`config.mk`:
```
export PLATFORM = sky130hd
export DESIGN_NAME = menu_ctrl
export DESIGN_NICKNAME = d
export VERILOG_FILES = /design/src/rtl/menu_ctrl.sv
export SDC_FILE = /design/constraint.sdc
export NUM_CORES = 1
export LEC_CHECK = 0
export CAP_MARGIN = 10
export CORE_ASPECT_RATIO = 1.4
export CORE_MARGIN = 5
export CORE_UTILIZATION = 50
export DETAILED_ROUTE_END_ITERATION = 10
export GPL_TIMING_DRIVEN = 0
export PLACE_DENSITY_LB_ADDON = 0.1
export SYNTH_ARGS = -nofsm -noshare
export SYNTH_HDL_FRONTEND = slang
export SYNTH_SLANG_ARGS = --single-unit
```
`constraint.sdc`:
```
create_clock -name clk -period 6.5 [get_ports clk]
set_input_delay 0.975 -clock clk [delete_from_list [all_inputs] [get_ports clk]]
set_output_delay 0.975 -clock clk [all_outputs]
set_load 0.05 [all_outputs]
```
`src/rtl/menu_ctrl.sv`:
```
// Menu navigation/edit controller: debounces four front-panel buttons and turns them into
// overlay state (on/off, selected line, edit mode) plus committed parameter values.
module menu_ctrl #(
    parameter int          bit_data_in = 20,
    parameter int          DEB_CYC     = 50000,
    parameter int          REP_DLY     = 30,
    parameter int          REP_PER     = 4,
    parameter int          TIMEOUT     = 600,
    parameter logic [31:0] MAX_MODE    = 32'd3,
    parameter logic [31:0] MAX_AGC     = 32'd1,
    parameter logic [31:0] MAX_LVL     = 32'h000FFFFF,
    parameter logic [31:0] MAX_TINT    = 32'h000003FF
) (
    input  logic                   clk,
    input  logic                   rst,
    input  logic                   newframe,
    input  logic                   btn_menu,
    input  logic                   btn_up,
    input  logic                   btn_down,
    input  logic                   btn_enter,
    output logic                   menu_on,
    output logic [2:0]             sel_item,
    output logic                   edit_active,
    output logic [bit_data_in-1:0] out_mode,
    output logic [bit_data_in-1:0] out_Type_AGC,
    output logic [bit_data_in-1:0] out_Set_LVL1,
    output logic [bit_data_in-1:0] out_Set_LVL2,
    output logic [bit_data_in-1:0] out_Time_int,
    output logic [bit_data_in-1:0] shadow_val,
    output logic                   cfg_update
);

    localparam int CW = $clog2(DEB_CYC + 1);
    localparam int TW = $clog2(TIMEOUT + 1);
    localparam logic [bit_data_in-1:0] LIM_MODE = bit_data_in'(MAX_MODE);
    localparam logic [bit_data_in-1:0] LIM_AGC  = bit_data_in'(MAX_AGC);
    localparam logic [bit_data_in-1:0] LIM_LVL  = bit_data_in'(MAX_LVL);
    localparam logic [bit_data_in-1:0] LIM_TINT = bit_data_in'(MAX_TINT);

    typedef enum logic [1:0] {OFF, NAV, EDIT, COMMIT} state_t;
    state_t state;

    // Button bit order: 0 menu, 1 enter, 2 up, 3 down
    logic [3:0]    raw, sync1, sync2, deb, deb_q, evt;
    logic [CW-1:0] cnt [4];

    assign raw = {btn_down, btn_up, btn_enter, btn_menu};

    always_ff @(posedge clk) begin
        if (rst) begin
            sync1 <= '0;
            sync2 <= '0;
            deb   <= '0;
            deb_q <= '0;
            evt   <= '0;
            for (int i = 0; i < 4; i++) cnt[i] <= '0;
        end else begin
            sync1 <= raw;
            sync2 <= sync1;
            deb_q <= deb;
            evt   <= deb & ~deb_q;
            for (int i = 0; i < 4; i++) begin
                if (sync2[i] == deb[i]) begin
                    cnt[i] <= '0;
                end else if (cnt[i] == CW'(DEB_CYC - 1)) begin
                    deb[i] <= sync2[i];
                    cnt[i] <= '0;
                end else begin
                    cnt[i] <= cnt[i] + 1'b1;
                end
            end
        end
    end

    // Auto-repeat: first REP_DLY frames of hold, then one event every REP_PER frames
    logic [15:0] rep_cnt, rep_ph;
    logic        rep_evt, held;

    assign held = (state == EDIT) && (deb[2] || deb[3]);

    always_ff @(posedge clk) begin
        if (rst || !held) begin
            rep_cnt <= '0;
            rep_ph  <= '0;
            rep_evt <= 1'b0;
        end else begin
            rep_evt <= 1'b0;
            if (newframe) begin
                if (rep_cnt < 16'(REP_DLY)) begin
                    rep_cnt <= rep_cnt + 16'd1;
                    rep_evt <= (rep_cnt == 16'(REP_DLY - 1));
                end else if (rep_ph == 16'(REP_PER - 1)) begin
                    rep_ph  <= '0;
                    rep_evt <= 1'b1;
                end else begin
                    rep_ph <= rep_ph + 16'd1;
                end
            end
        end
    end

    logic up_e, down_e, act_menu, act_enter, act_up, act_down;
    logic [bit_data_in-1:0] cur_val, cur_max;

    always_comb begin
        up_e      = evt[2] || (rep_evt && deb[2]);
        down_e    = evt[3] || (rep_evt && !deb[2] && deb[3]);
        act_menu  = evt[0];
        act_enter = evt[1] && !evt[0];
        act_up    = up_e && !evt[0] && !evt[1];
        act_down  = down_e && !up_e && !evt[0] && !evt[1];
        cur_val   = '0;
        cur_max   = '0;
        case (sel_item)
            3'd0: begin cur_val = out_mode;     cur_max = LIM_MODE; end
            3'd1: begin cur_val = out_Type_AGC; cur_max = LIM_AGC;  end
            3'd2: begin cur_val = out_Set_LVL1; cur_max = LIM_LVL;  end
            3'd3: begin cur_val = out_Set_LVL2; cur_max = LIM_LVL;  end
            3'd4: begin cur_val = out_Time_int; cur_max = LIM_TINT; end
            default: ;
        endcase
    end

    logic [TW-1:0] to_cnt;

    always_ff @(posedge clk) begin
        if (rst) begin
            state        <= OFF;
            menu_on      <= 1'b0;
            sel_item     <= '0;
            edit_active  <= 1'b0;
            out_mode     <= '0;
            out_Type_AGC <= '0;
            out_Set_LVL1 <= '0;
            out_Set_LVL2 <= '0;
            out_Time_int <= '0;
            shadow_val   <= '0;
            cfg_update   <= 1'b0;
            to_cnt       <= '0;
        end else begin
            cfg_update <= 1'b0;
            case (state)
                OFF: begin
                    to_cnt <= '0;
                    if (act_menu) begin
                        state    <= NAV;
                        menu_on  <= 1'b1;
                        sel_item <= '0;
                    end
                end
                NAV: begin
                    if (act_menu) begin
                        state   <= OFF;
                        menu_on <= 1'b0;
                    end else if (act_enter) begin
                        state       <= EDIT;
                        edit_active <= 1'b1;
                        shadow_val  <= cur_val;
                    end else if (act_up) begin
                        sel_item <= (sel_item == 3'd0) ? 3'd4 : sel_item - 3'd1;
                        to_cnt   <= '0;
                    end else if (act_down) begin
                        sel_item <= (sel_item == 3'd4) ? 3'd0 : sel_item + 3'd1;
                        to_cnt   <= '0;
                    end else if (newframe) begin
                        if (to_cnt == TW'(TIMEOUT - 1)) begin
                            state   <= OFF;
                            menu_on <= 1'b0;
                            to_cnt  <= '0;
                        end else begin
                            to_cnt <= to_cnt + 1'b1;
                        end
                    end
                end
                EDIT: begin
                    to_cnt <= '0;
                    if (act_menu) begin
                        state       <= NAV;
                        edit_active <= 1'b0;
                    end else if (act_enter) begin
                        state       <= COMMIT;
                        edit_active <= 1'b0;
                    end else if (act_up) begin
                        if (shadow_val < cur_max) shadow_val <= shadow_val + 1'b1;
                    end else if (act_down) begin
                        if (shadow_val != '0) shadow_val <= shadow_val - 1'b1;
                    end
                end
                COMMIT: begin
                    to_cnt     <= '0;
                    state      <= NAV;
                    cfg_update <= (shadow_val != cur_val);
                    case (sel_item)
                        3'd0: out_mode     <= shadow_val;
                        3'd1: out_Type_AGC <= shadow_val;
                        3'd2: out_Set_LVL1 <= shadow_val;
                        3'd3: out_Set_LVL2 <= shadow_val;
                        3'd4: out_Time_int <= shadow_val;
                        default: ;
                    endcase
                end
                default: state <= OFF;
            endcase
        end
    end

endmodule

```
==> results.yml <==
synth:
  yosys.area.top_type: "dfxtp_1"
  synth_seq_area_share: 0.4449
  synth_compound_area_frac: 0.1456
  syn-cell-area_mm2: 0.01291
  synth_mux_area_frac: 0.01163
  synth_area_leaders: "dfxtp_1 (30%), edfxtp_1 (15%), nand2_1 (8.0%)"
  synth_cell_types: 66
  yosys_warnings: 0
  synth_top_family_by_area: "simple AND/OR/NAND/NOR gates"
  synth-seq-cells: 255
  synthAdderAreaFrac: 0.05581
  synth-simple-area-share: 0.2292
  netlist_instances: 1510
  synth_xor_area_frac: 0.07528
  synthFlopType: "dfxtp_1"
  synth.avg_cell_area_um2: 8.552
  yosysMostFrequentCell: "nand2_1"
  yosys-top-cells-count: "nand2_1 (275), dfxtp_1 (191), nor2_1 (164)"
  async_flop_share: 0
  synth_edf_count: 64
  synth.top_cell.area_share: 0.2961
sta:
  tightest_slew_ns: 1.170
  slew-limit-headroom: 0.2140
  fmax_mhz: 188.4
  period_share: 0.8166
  finalSetupViolations: 0
  rsz0062_at_grt: "no"
  min_period_ns: 5.308
  fin_setup_tns_ns: 0
  slew_violations: 0
  skew_ns: 0.01370
  hold_viol: 0
global_routing:
  gr-usage-all-layers: 0.2423
  antenna_found_initial: 1
  grt_max_degree: 28
  grt.overflow.total: 0
  grt_pass1_wl_mm: 58.64
  grt_pass1_vias: 11400
placed_design:
  placed_cells: 2023
  place.gp.congestion: 0.9490
  place_hpwl_mm: 27.91
  port_buffers: 131
cts:
  cts_max_path_buffers: 3
  clk_pin_slew_worst_paths_ns: 0.07
  clkLatencyLatePin_ns: 0.53
  cts_sinks: 255
  root_buffer: "clkbuf_16"
  post_cts_buffers: 0
  postCtsHoldBufs: 0
  post_cts_resized: 0
  htree_levels: 1
  cts_tree: "yes"
  numCtsBuffers: 26
flow_run:
  max-cap-violations: 0
setup_path:
  critPathKind: "flop to flop"
  crit_arrival_ns: 5.73
  crit_chain: "buf_2 -> clkbuf_1 -> inv_1 -> ha_1 -> buf_2 -> clkbuf_1 -> nor3_1 -> ha_1 -> nor4bb_1 -> a221oi_1 -> o21a_1 -> o21ai_1 -> a221oi_2 -> buf_2 -> nor2_1 -> a211oi_1"
  slowest_stage: "nor3_1"
  startpoint_type: "flop"
  cpPeakStageDelay_ns: 1.02
  crit_fanout: 10
  cp_top_family: "buffers and inverters"
  end_kind: "flop"
  crit_buf_inv: 6
  cp.required_ns: 6.92
  worst_path_most_repeated_cell: "buf_2"
power:
  pwr_density_cell_mw_per_mm2: 204.9
  peakVddDrop_mv: 0.1999
  finalPower_w: 0.003216
  p_leak_nw: 5.547
floorplan:
  start_util: 0.5070
  dieHeight_um: 200.2
  die_w_um: 145.8
  dieArea_mm2: 0.02919
  num_rows: 69
  ioPinCount: 133
  coreArea_mm2: 0.02547
layout:
  layoutNonFillerInstCount: 2071
  drive_above_1_share: 0.04110
  area_growth_pct: 21.56
  nets: 1796
  antenna_cells: 0
worst_hold_path:
  hold_path_class: "flop to flop"
detailed_routing:
  avgRoutedWirePerCell_um: 17.82
  drt-pass1-iter-count: 8
  drt_iter0_drc: 803
  antenna_left: 0
  wirelength_mm: 36.91
  vias: 11620
  via_per_inst: 5.609
  drc_errors: 0
status:
  status: "finished, final reports clean"
==> metal layers <==
layer	vias to the layer above	share of wire	global-route usage
met3	95	0.063	0.03232
met5	-	0.00035	0
li1	5648	-	-
met4	2	0.038	0.08995
met1	5463	0.41	0.3061
met2	408	0.49	0.4221
==> metrics by stage <==
step | setup WS (ns) | area, µm² | utilization | hold WS [ns]
after floorplan | 2.279 | 13150 | - | 0.3674
after global placement | 1.364 | 14860 | 0.5835 | 0.3702
after detailed placement | 1.309 | 14860 | 0.5835 | 0.3727
after CTS | 1.236 | 15700 | 0.6164 | 0.3812
after global routing | 0.9281 | 15700 | 0.6164 | 0.4046
final | 1.192 | 15700 | 0.6164 | 0.3809
==> layout make-up <==
type	instances	area [µm²]
Buffer	97	390.4
Clock buffer	33	738.2
Clock inverter	15	98.84
Fill cell	2291	9771
Inverter	24	90.09
Multi-Input combinational cell	1197	6924
Sequential cell	255	5746
Tap cell	319	399.1
Timing Repair Buffer	131	1311
==> cell families (layout without fill, tap and decap cells) <==
logic type      count (synthesis)  in the layout
simple gates                  651            651
compound gates                299            299
flops                         255            255
buf+inv                       121            300
xor+xnor                      111            111
fa+ha+maj                      57             57
mux                            15             15
other cells                     1             64
==> power by group <==
| group | internal (W) | switching (W) | leakage (nW) |
|---|---|---|---|
| clock network | 0.000841 | 0.000630 | 0.424 |
| logic | 0.0000263 | 0.0000544 | 2.92 |
| registers | 0.00165 | 0.0000195 | 2.20 |
==> path summary, 6_finish.rpt <==
| kind | depth (start not counted) | start | slack (ns) | to |
|---|---|---|---|---|
| hold reg to reg | 1 | deb_q[2]$_SDFF_PP0_ | 0.38 | evt[2]$_SDFF_PP0_ |
| setup / recovery | 16 | sel_item[2]$_SDFFE_PP0P_ | 1.19 | shadow_val[16]$_SDFFE_PP0P_ |
| setup reg to reg | 16 | sel_item[2]$_SDFFE_PP0P_ | 1.19 | shadow_val[16]$_SDFFE_PP0P_ |
| hold / removal | 1 | deb_q[2]$_SDFF_PP0_ | 0.38 | evt[2]$_SDFF_PP0_ |
==> layout by cell type (no fill, tap or decap), types with 4 or more instances in the layout <==
cell | netlist | routed
clkinv_1 | 0 | 4
a221oi_1 | 5 | 5
a211oi_1 | 20 | 20
o21bai_1 | 7 | 7
and4_1 | 5 | 5
clkbuf_16 | 0 | 27
nand3b_1 | 8 | 8
conb_1 | 1 | 64
o21ai_0 | 32 | 32
a22oi_1 | 31 | 31
mux2i_1 | 15 | 15
clkinv_2 | 0 | 9
nor3_1 | 14 | 14
xnor2_1 | 62 | 62
buf_2 | 15 | 15
dfxtp_1 | 191 | 191
a31oi_1 | 4 | 4
nand2_1 | 275 | 275
nand3_1 | 47 | 47
edfxtp_1 | 64 | 64
and2_1 | 19 | 19
nor2_1 | 164 | 164
o21ai_1 | 10 | 10
a21o_1 | 11 | 11
or3_1 | 8 | 8
nor2b_1 | 17 | 17
a222oi_1 | 10 | 10
clkbuf_1 | 79 | 81
nand4_1 | 28 | 28
a21oi_1 | 136 | 136
clkdlybuf4s50_1 | 0 | 131
inv_1 | 22 | 22
nand2b_1 | 9 | 9
a311oi_1 | 4 | 4
nor4b_1 | 4 | 4
and3_1 | 27 | 27
clkbuf_8 | 0 | 4
nor4_1 | 17 | 17
xor2_1 | 49 | 49
ha_1 | 56 | 56
==> registers in the layout (all words and copies together) (netlist names) <==
signal        cells
cnt              64
out_Set_LVL1     20
out_Set_LVL2     20
out_Time_int     20
out_Type_AGC     20
out_mode         20
shadow_val       20
rep_cnt          16
rep_ph           16
to_cnt           10
deb               4
deb_q             4
evt               4
sync1             4
sync2             4
sel_item          3
state             2
cfg_update        1
edit_active       1
menu_on           1
rep_evt           1
(Power assumes the default switching activity.)
